File: src/rtl/csr_unit_if.sv
// csr_unit_if: EX-stage CSR access bundle between the pipeline and csr_unit.
//   master modport : pipeline side. It drives the instruction fields and retire,
//                    and receives the old CSR value and the illegal flag.
//   slave modport  : csr_unit side.
// Signals:
//   csr_valid   EX holds a CSR instruction this cycle
//   stall       pipeline stall; suppresses the CSR write
//   alu_ctrl    5-bit op from the ALU-control decoder (5'h12..5'h17 are CSR ops)
//   csr_addr    12-bit CSR address
//   rs1_idx     rs1 field, doubles as zimm for the immediate variants
//   rs1_data    forwarded rs1 value
//   retire      one instruction retired this cycle
//   csr_rdata   old CSR value (combinational)
//   csr_illegal illegal access (combinational)
interface csr_unit_if #(
  parameter int unsigned XLEN = 32
);
  logic            csr_valid;
  logic            stall;
  logic [4:0]      alu_ctrl;
  logic [11:0]     csr_addr;
  logic [4:0]      rs1_idx;
  logic [XLEN-1:0] rs1_data;
  logic            retire;
  logic [XLEN-1:0] csr_rdata;
  logic            csr_illegal;

  modport master (
    output csr_valid, stall, alu_ctrl, csr_addr, rs1_idx, rs1_data, retire,
    input  csr_rdata, csr_illegal
  );

  modport slave (
    input  csr_valid, stall, alu_ctrl, csr_addr, rs1_idx, rs1_data, retire,
    output csr_rdata, csr_illegal
  );
endinterface

File: src/rtl/csr_unit.sv
// csr_unit: EX-stage CSR file. Executes CSRRW/S/C and CSRRWI/SI/CI, holds the
// 64-bit cycle and instret counters plus mscratch. It returns the pre-write CSR
// value for rd writeback and flags illegal accesses.
// Ports:
//   clk   rising-edge clock
//   rst_n asynchronous active-low reset
//   bus   csr_unit_if slave modport (instruction fields in, rdata/illegal out)
module csr_unit #(
  parameter int unsigned        XLEN      = 32,
  parameter logic [2*XLEN-1:0]  CYCLE_RST = '0
) (
  input  logic       clk,
  input  logic       rst_n,
  csr_unit_if.slave  bus
);

  localparam logic [4:0] OP_RW  = 5'h12;
  localparam logic [4:0] OP_RS  = 5'h13;
  localparam logic [4:0] OP_RC  = 5'h14;
  localparam logic [4:0] OP_RWI = 5'h15;
  localparam logic [4:0] OP_RSI = 5'h16;
  localparam logic [4:0] OP_RCI = 5'h17;

  localparam logic [2*XLEN-1:0] CNT_ONE = {{(2*XLEN-1){1'b0}}, 1'b1};

  logic [2*XLEN-1:0] cycle_q, cycle_d;
  logic [2*XLEN-1:0] instret_q, instret_d;
  logic [XLEN-1:0]   mscratch_q, mscratch_d;

  logic            is_csr_op;
  logic            imm_op;
  logic            rw_op;
  logic            set_op;
  logic            op_writes;
  logic            hit;
  logic            read_only;
  logic            illegal;
  logic            we;
  logic [XLEN-1:0] opnd;
  logic [XLEN-1:0] old_val;
  logic [XLEN-1:0] new_val;
  logic            sel_cyc_lo, sel_cyc_hi, sel_ins_lo, sel_ins_hi, sel_scr;

  // Decode, read mux and write-value computation.
  always_comb begin
    is_csr_op  = bus.csr_valid && (bus.alu_ctrl >= OP_RW) && (bus.alu_ctrl <= OP_RCI);
    imm_op     = (bus.alu_ctrl == OP_RWI) || (bus.alu_ctrl == OP_RSI) ||
                 (bus.alu_ctrl == OP_RCI);
    rw_op      = (bus.alu_ctrl == OP_RW) || (bus.alu_ctrl == OP_RWI);
    set_op     = (bus.alu_ctrl == OP_RS) || (bus.alu_ctrl == OP_RSI);
    opnd       = imm_op ? {{(XLEN-5){1'b0}}, bus.rs1_idx} : bus.rs1_data;
    // Set/clear with rs1 = x0 (or zimm = 0) is a pure read; swaps always write.
    op_writes  = rw_op || (bus.rs1_idx != 5'd0);

    hit        = 1'b1;
    old_val    = '0;
    sel_cyc_lo = 1'b0;
    sel_cyc_hi = 1'b0;
    sel_ins_lo = 1'b0;
    sel_ins_hi = 1'b0;
    sel_scr    = 1'b0;
    // The user-level counters (Cxx) and the machine aliases (Bxx) share storage.
    unique case (bus.csr_addr)
      12'hC00, 12'hB00: begin sel_cyc_lo = 1'b1; old_val = cycle_q[XLEN-1:0];        end
      12'hC80, 12'hB80: begin sel_cyc_hi = 1'b1; old_val = cycle_q[2*XLEN-1:XLEN];   end
      12'hC02, 12'hB02: begin sel_ins_lo = 1'b1; old_val = instret_q[XLEN-1:0];      end
      12'hC82, 12'hB82: begin sel_ins_hi = 1'b1; old_val = instret_q[2*XLEN-1:XLEN]; end
      12'h340:          begin sel_scr    = 1'b1; old_val = mscratch_q;               end
      default:          hit = 1'b0;
    endcase

    // Address bits [11:10] == 2'b11 mark the read-only space.
    read_only = (bus.csr_addr[11:10] == 2'b11);
    illegal   = is_csr_op && (!hit || (read_only && op_writes));

    if (rw_op) begin
      new_val = opnd;
    end else if (set_op) begin
      new_val = old_val | opnd;
    end else begin
      new_val = old_val & ~opnd;
    end

    we = is_csr_op && !bus.stall && !illegal && op_writes;
  end

  assign bus.csr_rdata   = (is_csr_op && hit) ? old_val : '0;
  assign bus.csr_illegal = illegal;

  // Next-state for the counters and mscratch. A software write to one half
  // replaces that half, holds the other, and suppresses the increment.
  always_comb begin
    cycle_d    = cycle_q + CNT_ONE;
    instret_d  = bus.retire ? (instret_q + CNT_ONE) : instret_q;
    mscratch_d = mscratch_q;

    if (we) begin
      if (sel_cyc_lo) cycle_d   = {cycle_q[2*XLEN-1:XLEN], new_val};
      if (sel_cyc_hi) cycle_d   = {new_val, cycle_q[XLEN-1:0]};
      if (sel_ins_lo) instret_d = {instret_q[2*XLEN-1:XLEN], new_val};
      if (sel_ins_hi) instret_d = {new_val, instret_q[XLEN-1:0]};
      if (sel_scr)    mscratch_d = new_val;
    end
  end

  always_ff @(posedge clk or negedge rst_n) begin
    if (!rst_n) begin
      cycle_q    <= CYCLE_RST;
      instret_q  <= '0;
      mscratch_q <= '0;
    end else begin
      cycle_q    <= cycle_d;
      instret_q  <= instret_d;
      mscratch_q <= mscratch_d;
    end
  end

endmodule

File: src/flat_wrapper.sv
// flat-port wrapper written by rule: the top's interface ports become plain ports
module csr_unit_flat 
#(
  parameter int unsigned        XLEN      = 32,
  parameter logic [2*XLEN-1:0]  CYCLE_RST = '0
)
  (clk, rst_n, bus_csr_valid, bus_stall, bus_alu_ctrl, bus_csr_addr, bus_rs1_idx, bus_rs1_data, bus_retire, bus_csr_rdata, bus_csr_illegal);
  csr_unit_if #(.XLEN(XLEN)) bus_i ();
  input  logic clk;
  input  logic rst_n;
  input wire logic [$bits(bus_i.csr_valid)-1:0] bus_csr_valid;
  input wire logic [$bits(bus_i.stall)-1:0] bus_stall;
  input wire logic [$bits(bus_i.alu_ctrl)-1:0] bus_alu_ctrl;
  input wire logic [$bits(bus_i.csr_addr)-1:0] bus_csr_addr;
  input wire logic [$bits(bus_i.rs1_idx)-1:0] bus_rs1_idx;
  input wire logic [$bits(bus_i.rs1_data)-1:0] bus_rs1_data;
  input wire logic [$bits(bus_i.retire)-1:0] bus_retire;
  output wire logic [$bits(bus_i.csr_rdata)-1:0] bus_csr_rdata;
  output wire logic [$bits(bus_i.csr_illegal)-1:0] bus_csr_illegal;
  assign bus_i.csr_valid = bus_csr_valid;
  assign bus_i.stall = bus_stall;
  assign bus_i.alu_ctrl = bus_alu_ctrl;
  assign bus_i.csr_addr = bus_csr_addr;
  assign bus_i.rs1_idx = bus_rs1_idx;
  assign bus_i.rs1_data = bus_rs1_data;
  assign bus_i.retire = bus_retire;
  assign bus_csr_rdata = bus_i.csr_rdata;
  assign bus_csr_illegal = bus_i.csr_illegal;
  csr_unit #(.XLEN(XLEN), .CYCLE_RST(CYCLE_RST)) u_core (.clk(clk), .rst_n(rst_n), .bus(bus_i));
endmodule
File: config.mk
export PLATFORM = sky130hd
export DESIGN_NAME = csr_unit_flat
export DESIGN_NICKNAME = d
export VERILOG_FILES = /design/src/rtl/csr_unit_if.sv /design/src/rtl/csr_unit.sv /design/src/flat_wrapper.sv
export SDC_FILE = /design/constraint.sdc
export NUM_CORES = 1
export LEC_CHECK = 0
export ABC_CLOCK_PERIOD_IN_PS = 3200
export BUFFER_PORTS_ARGS = -buffer_cell sky130_fd_sc_hd__buf_4
export CELL_PAD_IN_SITES_DETAIL_PLACEMENT = 0
export CELL_PAD_IN_SITES_GLOBAL_PLACEMENT = 1
export CORE_MARGIN = 1.5
export CORE_UTILIZATION = 47
export CTS_CLUSTER_SIZE = 20
export DETAILED_ROUTE_END_ITERATION = 6
export PLACE_DENSITY = 0.9
export SLEW_MARGIN = 20
export SYNTH_ARGS = -nofsm -noshare
export SYNTH_HDL_FRONTEND = slang
export SYNTH_SLANG_ARGS = --single-unit
export TNS_END_PERCENT = 10
File: constraint.sdc
create_clock -name clk -period 3.2 [get_ports clk]
set_input_delay 0.16 -clock clk [delete_from_list [all_inputs] [get_ports clk]]
set_output_delay 0.16 -clock clk [all_outputs]
set_load 0.05 [all_outputs]
==> run summary, run 1 <==
Synth Area in Compound Gates = 28.8%
Crit Path Max Fanout = 6
Clock latency on the worst-skew pair = 440 ps
GRT busiest layer = met2
Drt first pass iters = 7
CTS tree = yes
RSZ-0062 raised after global routing = false
Mux contribution to synthesized area = 7.94%
Fraction of the yosys area taken by sequential cells = 32.6%
Final Max Slew Viols = 0
Critical path startpoint category = register
DR iter-0 viols = 1917
Post-synthesis simple-gate area fraction = 24.5%
Ant diodes = 0
Met2 Resource Use GR = 56.1%
Reg2reg setup slack = 470 ps
Share of layout cells above drive strength 1 = 19.0%
Filler Cells Inserted = 2304
Core area = 25400 um^2
Placement Cell Area = 13700 um^2
DRC viols = 3
Maxcap violations = 0
Chip height = 165 um
Post-DRT Antenna Nets = 0
Top-count cell post-synth = dfrtp_1
Synth top cells by count = dfrtp_1, nand2_1, a21oi_1
Post-synthesis cell type count = 88
Vias = 13.7k
Vias per inst = 7.20
Net count, final = 1618
Clock-pin slew on the worst setup and hold paths = 70 ps
Rows = 58
Status = complete, but fails checks
Synthesized area per cell = 8.39 um^2
First-pass GRT wire length = 76300 um
Inst Count DP = 1867
Peak Freq = 366 MHz
Synth area leaders = dfrtp_1, a21oi_1, nand2_1, o21ai_0, mux2_2
Design area = 14300 um^2
Placed wire-length estimate = 37300 um
Cells on worst reg2reg path = 6
Met1 Track Usage GR = 49.0%
Total track usage = 37.9%
M3 GR Usage = 9.57%
Post-synth top area share = 32.6%
Starting Density = 48.3%
Area Growth Syn to Fin = 16.1%
Worst r2r src = u_core.cycle_q[22]$_DFFE_PN0P_
Failing checks = DRC
Synth Flop Type = dfrtp_1
Final setup viols = 0
Die Span X = 165 um
Vias in the first global route = 12.6k
Full die area = 27100 um^2
Setup TNS Final = 0 ps
Largest family of logic cells by synthesized area = compound AO/OA/AOI/OAI gates
Post-synthesis async set-or-reset flop share = 100%
# hold bufs at CTS = 1
# IOs = 92
# resized after CTS = 0
Worst hold path class = primary input to register
Clock buffer depth = 2
Fin crit share = 85.4%
Reg2reg end = u_core.cycle_q[53]$_DFFE_PN0P_
Worst Clk Skew = 15.0 ps
Port bufs = 91
Hold-critical path endpoint = u_core.instret_q[0]$_DFFE_PN0P_
Syn_nets = 1524
YS warnings = 0
Root buffer cell = clkbuf_16
Cell Area, Synth = 12300 um^2
Layout Cells excl Fill = 1900
Arr. time, crit path = 3030 ps
Clock sink count = 160
Post-CTS Repair Setup Buffers = 0
Slew margin rel. = 22.0%
Dominant cell type by area after synthesis = dfrtp_1
Least-Margin Pin Slew = 1170 ps
Post-synth EDFFs = 0
H-tree levels = 4
PwrDens = 339 nW/um^2
WL final = 51000 um
VDD IR-drop max = 0.261 mV
Antenna violations before repair = 0
Num CTS Buffers = 17
Worst Hold Depth = 3
Fin crit period = 2730 ps
Routed len/inst = 26.8 um
Hold path startpoint = bus_retire
Xor-xnor portion of the synthesized cell area = 1.36%
Synth Register Bits = 160
Critical Path End Type = register
LEAKAGE = 5.46 nW
Worst EP required = 3500 ps
Post-Synth Adder-Cell Area = 0.204%
Synthesized instance count = 1463
Final Hold Viols = 0
Grt total ovfl = 0
GP Congestion = 1.06
WS Path Type = register to register
Largest net degree at the start of global routing = 75
kinds of logic (layout without fill, tap and decap cells):
group / Yosys count / count (layout)
flip-flops: 160 / 160
multiplexers: 87 / 87
XOR/XNOR: 19 / 19
AO/OA/AOI/OAI: 506 / 506
AND/OR/NAND/NOR: 555 / 555
adder cells (fa/ha/maj): 2 / 2
buffers and inverters: 134 / 241
per-layer routing:
metal | vias to the layer above | part of all wire [%]
met4 | 0 | 7.2
li1 | 5915 | -
met5 | - | 0
met1 | 6475 | 38
met2 | 1078 | 43
met3 | 212 | 12
through the flow:
step	total power, W	hold WS, ps	worst slack [ps]	utilization [%]
4_1_cts	0.00483	76.6	520	56.1
5_1_grt	0.00497	88.7	291	56.1
3_5_place_dp	0.00280	256	176	53.9
3_3_place_gp	0.00278	258	208	53.9
2_1_floorplan	0.00251	-136	395	-
6_report	0.00484	91.0	469	56.1
worst max-delay path: stages, from the launching register on:
cell and delay, ps:
dfrtp_1 480, nand4_1 250, nor4_1 420, or4b_2 690, or3_1 400, nor4b_1 290
a211oi_1 80
how the worst max path moves through the flow:
stage,slack [ps],endpoint,start
6_report,470,u_core.cycle_q[53]$_DFFE_PN0P_,u_core.cycle_q[22]$_DFFE_PN0P_
5_1_grt,290,u_core.cycle_q[53]$_DFFE_PN0P_,u_core.cycle_q[20]$_DFFE_PN0P_
4_1_cts,520,u_core.cycle_q[55]$_DFFE_PN0P_,u_core.cycle_q[22]$_DFFE_PN0P_
3_5_place_dp,180,u_core.instret_q[53]$_DFFE_PN0P_,bus_csr_addr[6]
3_3_place_gp,210,u_core.instret_q[53]$_DFFE_PN0P_,bus_csr_addr[6]
2_1_floorplan,400,bus_csr_rdata[26],bus_csr_addr[11]
sequential cells by signal, summed over array words and instances (netlist names):
register,cells
u_core.cycle_q,64
u_core.instret_q,64
u_core.mscratch_q,32
report_power, final:
group          switching (W)  internal [W]  total (W)
clock network       0.000951       0.00111    0.00206
logic               0.000322      0.000236   0.000557
registers           0.000134       0.00209    0.00222
total                0.00141       0.00343    0.00484
cell usage in the layout, fill, tap and decap left out, types with 8 or more instances in the layout:
cell / synthesis / routed
nand3_1: 65 / 64
nor3_1: 35 / 35
o31ai_1: 24 / 24
o21ai_1: 8 / 9
a211oi_1: 40 / 38
mux2i_1: 40 / 40
buf_4: 7 / 175
nand2_1: 122 / 122
and4_1: 15 / 15
o2bb2ai_1: 11 / 11
a22oi_1: 10 / 10
and3_1: 26 / 26
nor2_1: 84 / 84
and2_1: 32 / 32
o21a_1: 10 / 10
nor4_1: 20 / 19
nor4b_1: 8 / 8
xnor2_1: 15 / 15
a211o_1: 8 / 8
o211ai_1: 24 / 24
nor3b_1: 10 / 10
nand2b_1: 9 / 9
a221o_1: 13 / 13
or2_2: 11 / 11
clkbuf_16: 0 / 17
a31oi_1: 27 / 27
o21ai_0: 91 / 89
a222oi_1: 16 / 16
dfrtp_1: 160 / 160
a21oi_1: 118 / 118
mux2_2: 39 / 39
or4_1: 13 / 13
o41ai_1: 9 / 9
inv_1: 27 / 27
nand4_1: 67 / 67
o31a_1: 25 / 25
area by class of cell:
cell class / instances / area, um^2 / share of cell area (%)
Timing Repair Buffer: 181 / 1420 / 9.92
Inverter: 28 / 105 / 0.737
Multi-Input combinational cell: 1169 / 7750 / 54.4
Sequential cell: 160 / 4000 / 28.1
Clock inverter: 13 / 128 / 0.895
Tap cell: 330 / 413 / 2.90
Clock buffer: 19 / 443 / 3.11
(Power assumes the default switching activity.)
==> run 2: changes to the inputs <==
--- a/config.mk
+++ b/config.mk
@@ -7,14 +7,14 @@
 export LEC_CHECK = 0
 export ABC_CLOCK_PERIOD_IN_PS = 3200
 export BUFFER_PORTS_ARGS = -buffer_cell sky130_fd_sc_hd__buf_4
-export CELL_PAD_IN_SITES_DETAIL_PLACEMENT = 0
-export CELL_PAD_IN_SITES_GLOBAL_PLACEMENT = 1
+export CELL_PAD_IN_SITES_DETAIL_PLACEMENT = 1
+export CELL_PAD_IN_SITES_GLOBAL_PLACEMENT = 2
 export CORE_MARGIN = 1.5
-export CORE_UTILIZATION = 47
+export CORE_UTILIZATION = 38
 export CTS_CLUSTER_SIZE = 20
 export DETAILED_ROUTE_END_ITERATION = 6
 export PLACE_DENSITY = 0.9
-export SLEW_MARGIN = 20
+export SLEW_MARGIN = 10
 export SYNTH_ARGS = -nofsm -noshare
 export SYNTH_HDL_FRONTEND = slang
 export SYNTH_SLANG_ARGS = --single-unit
==> run summary, run 2 (same netlist as run 1, synthesis figures left out) <==
Place WS = 299 ps
Root buffer cell = clkbuf_16
Final worst slack = 407 ps
Antenna violations before repair = 0
Slew margin rel. = 24.4%
Total track usage = 34.4%
Die Span X = 183 um
Clock sink count = 160
Net count, final = 1620
Area Growth Syn to Fin = 17.6%
Most frequent cells in the layout = buf_4, dfrtp_1, nand2_1
Arr. time, crit path = 3070 ps
PwrDens = 342 nW/um^2
Core area = 31700 um^2
Regs by FF count = u_core.cycle_q (64), u_core.instret_q (64), u_core.mscratch_q (32)
WL final = 57600 um
Grt total ovfl = 0
LEAKAGE = 5.49 nW
Worst Clk Skew = 9.85 ps
Post-DRT Antenna Nets = 0
Design area = 14400 um^2
Final Max Slew Viols = 0
Clock-pin slew on the worst setup and hold paths = 70 ps
# IOs = 92
# resized after CTS = 0
Vias per inst = 7.00
Rows = 65
Min Hold Slack = 87.9 ps
Clock buffer depth = 2
GP Congestion = 0.954
Port bufs = 91
Worst hold path class = primary input to register
Worst EP required = 3480 ps
Fin crit share = 87.3%
Placed wire-length estimate = 42200 um
RSZ-0062 raised after global routing = false
Least-Margin Pin Slew = 1130 ps
Setup TNS Final = 0 ps
Final Hold Viols = 0
CTS tree = yes
Status = completed
Commonest non-fill, non-tap cell in the layout = buf_4
Starting Density = 38.7%
Drt first pass iters = 7
Vias in the first global route = 13.5k
Full die area = 33400 um^2
Routed len/inst = 29.2 um
Peak Freq = 358 MHz
Critical path startpoint category = register
Share of layout cells above drive strength 1 = 19.1%
Crit Path Max Fanout = 8
Ant diodes = 0
WS Path Type = register to register
VDD IR-drop max = 0.359 mV
Num CTS Buffers = 17
Maxcap violations = 0
Critical Path End Type = register
Final setup viols = 0
Fin crit period = 2790 ps
Largest net degree at the start of global routing = 102
Vias = 13.8k
Placement Cell Area = 13800 um^2
DRC viols = 0
Chip height = 183 um
First-pass GRT wire length = 86400 um
DR iter-0 viols = 1712
Clock latency on the worst-skew pair = 440 ps
H-tree levels = 4
## run 2: stage by stage
step / util [%] / instances / power, W
after global placement: 43.6 / 1941 / 0.00278
final: 45.5 / 1974 / 0.00493
after CTS: 45.5 / 1974 / 0.00493
after floorplan: - / 1463 / 0.00251
after detailed placement: 43.6 / 1941 / 0.00280
after global routing: 45.5 / 1974 / 0.00507
## run 2: final cells by class
type                    instances  area [um^2]
repair buffers                183         1480
well taps                     402          503
fillers                      3789        17300
multi-input cells            1169         7750
clock inverters                11          131
flip-flops and latches        160         4000
clock buffers                  21          460
inverters                      28          105
## run 2: worst paths after layout
kind                                                        start                                 to  slack [ps]  depth (start not counted)
worst max-delay path                u_core.cycle_q[1]$_DFFE_PN0P_     u_core.cycle_q[50]$_DFFE_PN0P_         410                          8
worst min-delay path                                   bus_retire    u_core.instret_q[0]$_DFFE_PN0P_          90                          3
worst max register to register      u_core.cycle_q[1]$_DFFE_PN0P_     u_core.cycle_q[50]$_DFFE_PN0P_         410                          8
worst min register to register  u_core.mscratch_q[22]$_DFFE_PN0P_  u_core.mscratch_q[22]$_DFFE_PN0P_         490                          2
max in group asynchronous                                   rst_n   u_core.instret_q[49]$_DFFE_PN0P_        2210                          3
min in group asynchronous                                   rst_n     u_core.cycle_q[51]$_DFFE_PN0P_         100                          2
## run 2: layer usage
metal	part of all wire, %	track usage, %	vias up
met5	0	0	-
met4	6.4	20.8	0
met3	7.9	4.92	191
met2	45	53.0	814
met1	41	45.8	6893
li1	-	-	5922
## run 2: power breakdown
| group | switching, W | total (W) | internal [W] |
|---|---|---|---|
| combinational | 0.000326 | 0.000551 | 0.000226 |
| sequential | 0.000140 | 0.00223 | 0.00209 |
| clock | 0.000955 | 0.00215 | 0.00120 |
## run 2: worst max-delay path: stages (launching register included)
cell and delay, ps:
dfrtp_1 450, ha_1 310, nand3_1 230, nor4_1 490, nand4_1 270, buf_4 240
or4_1 460, o211ai_1 100, a21oi_1 60
## run 2: what timing repair did
item | 4_1_cts | 5_1_grt
hold buffers | 1 | 0
setup buffers | 0 | 0
hold endpoints to repair | 114 | 0
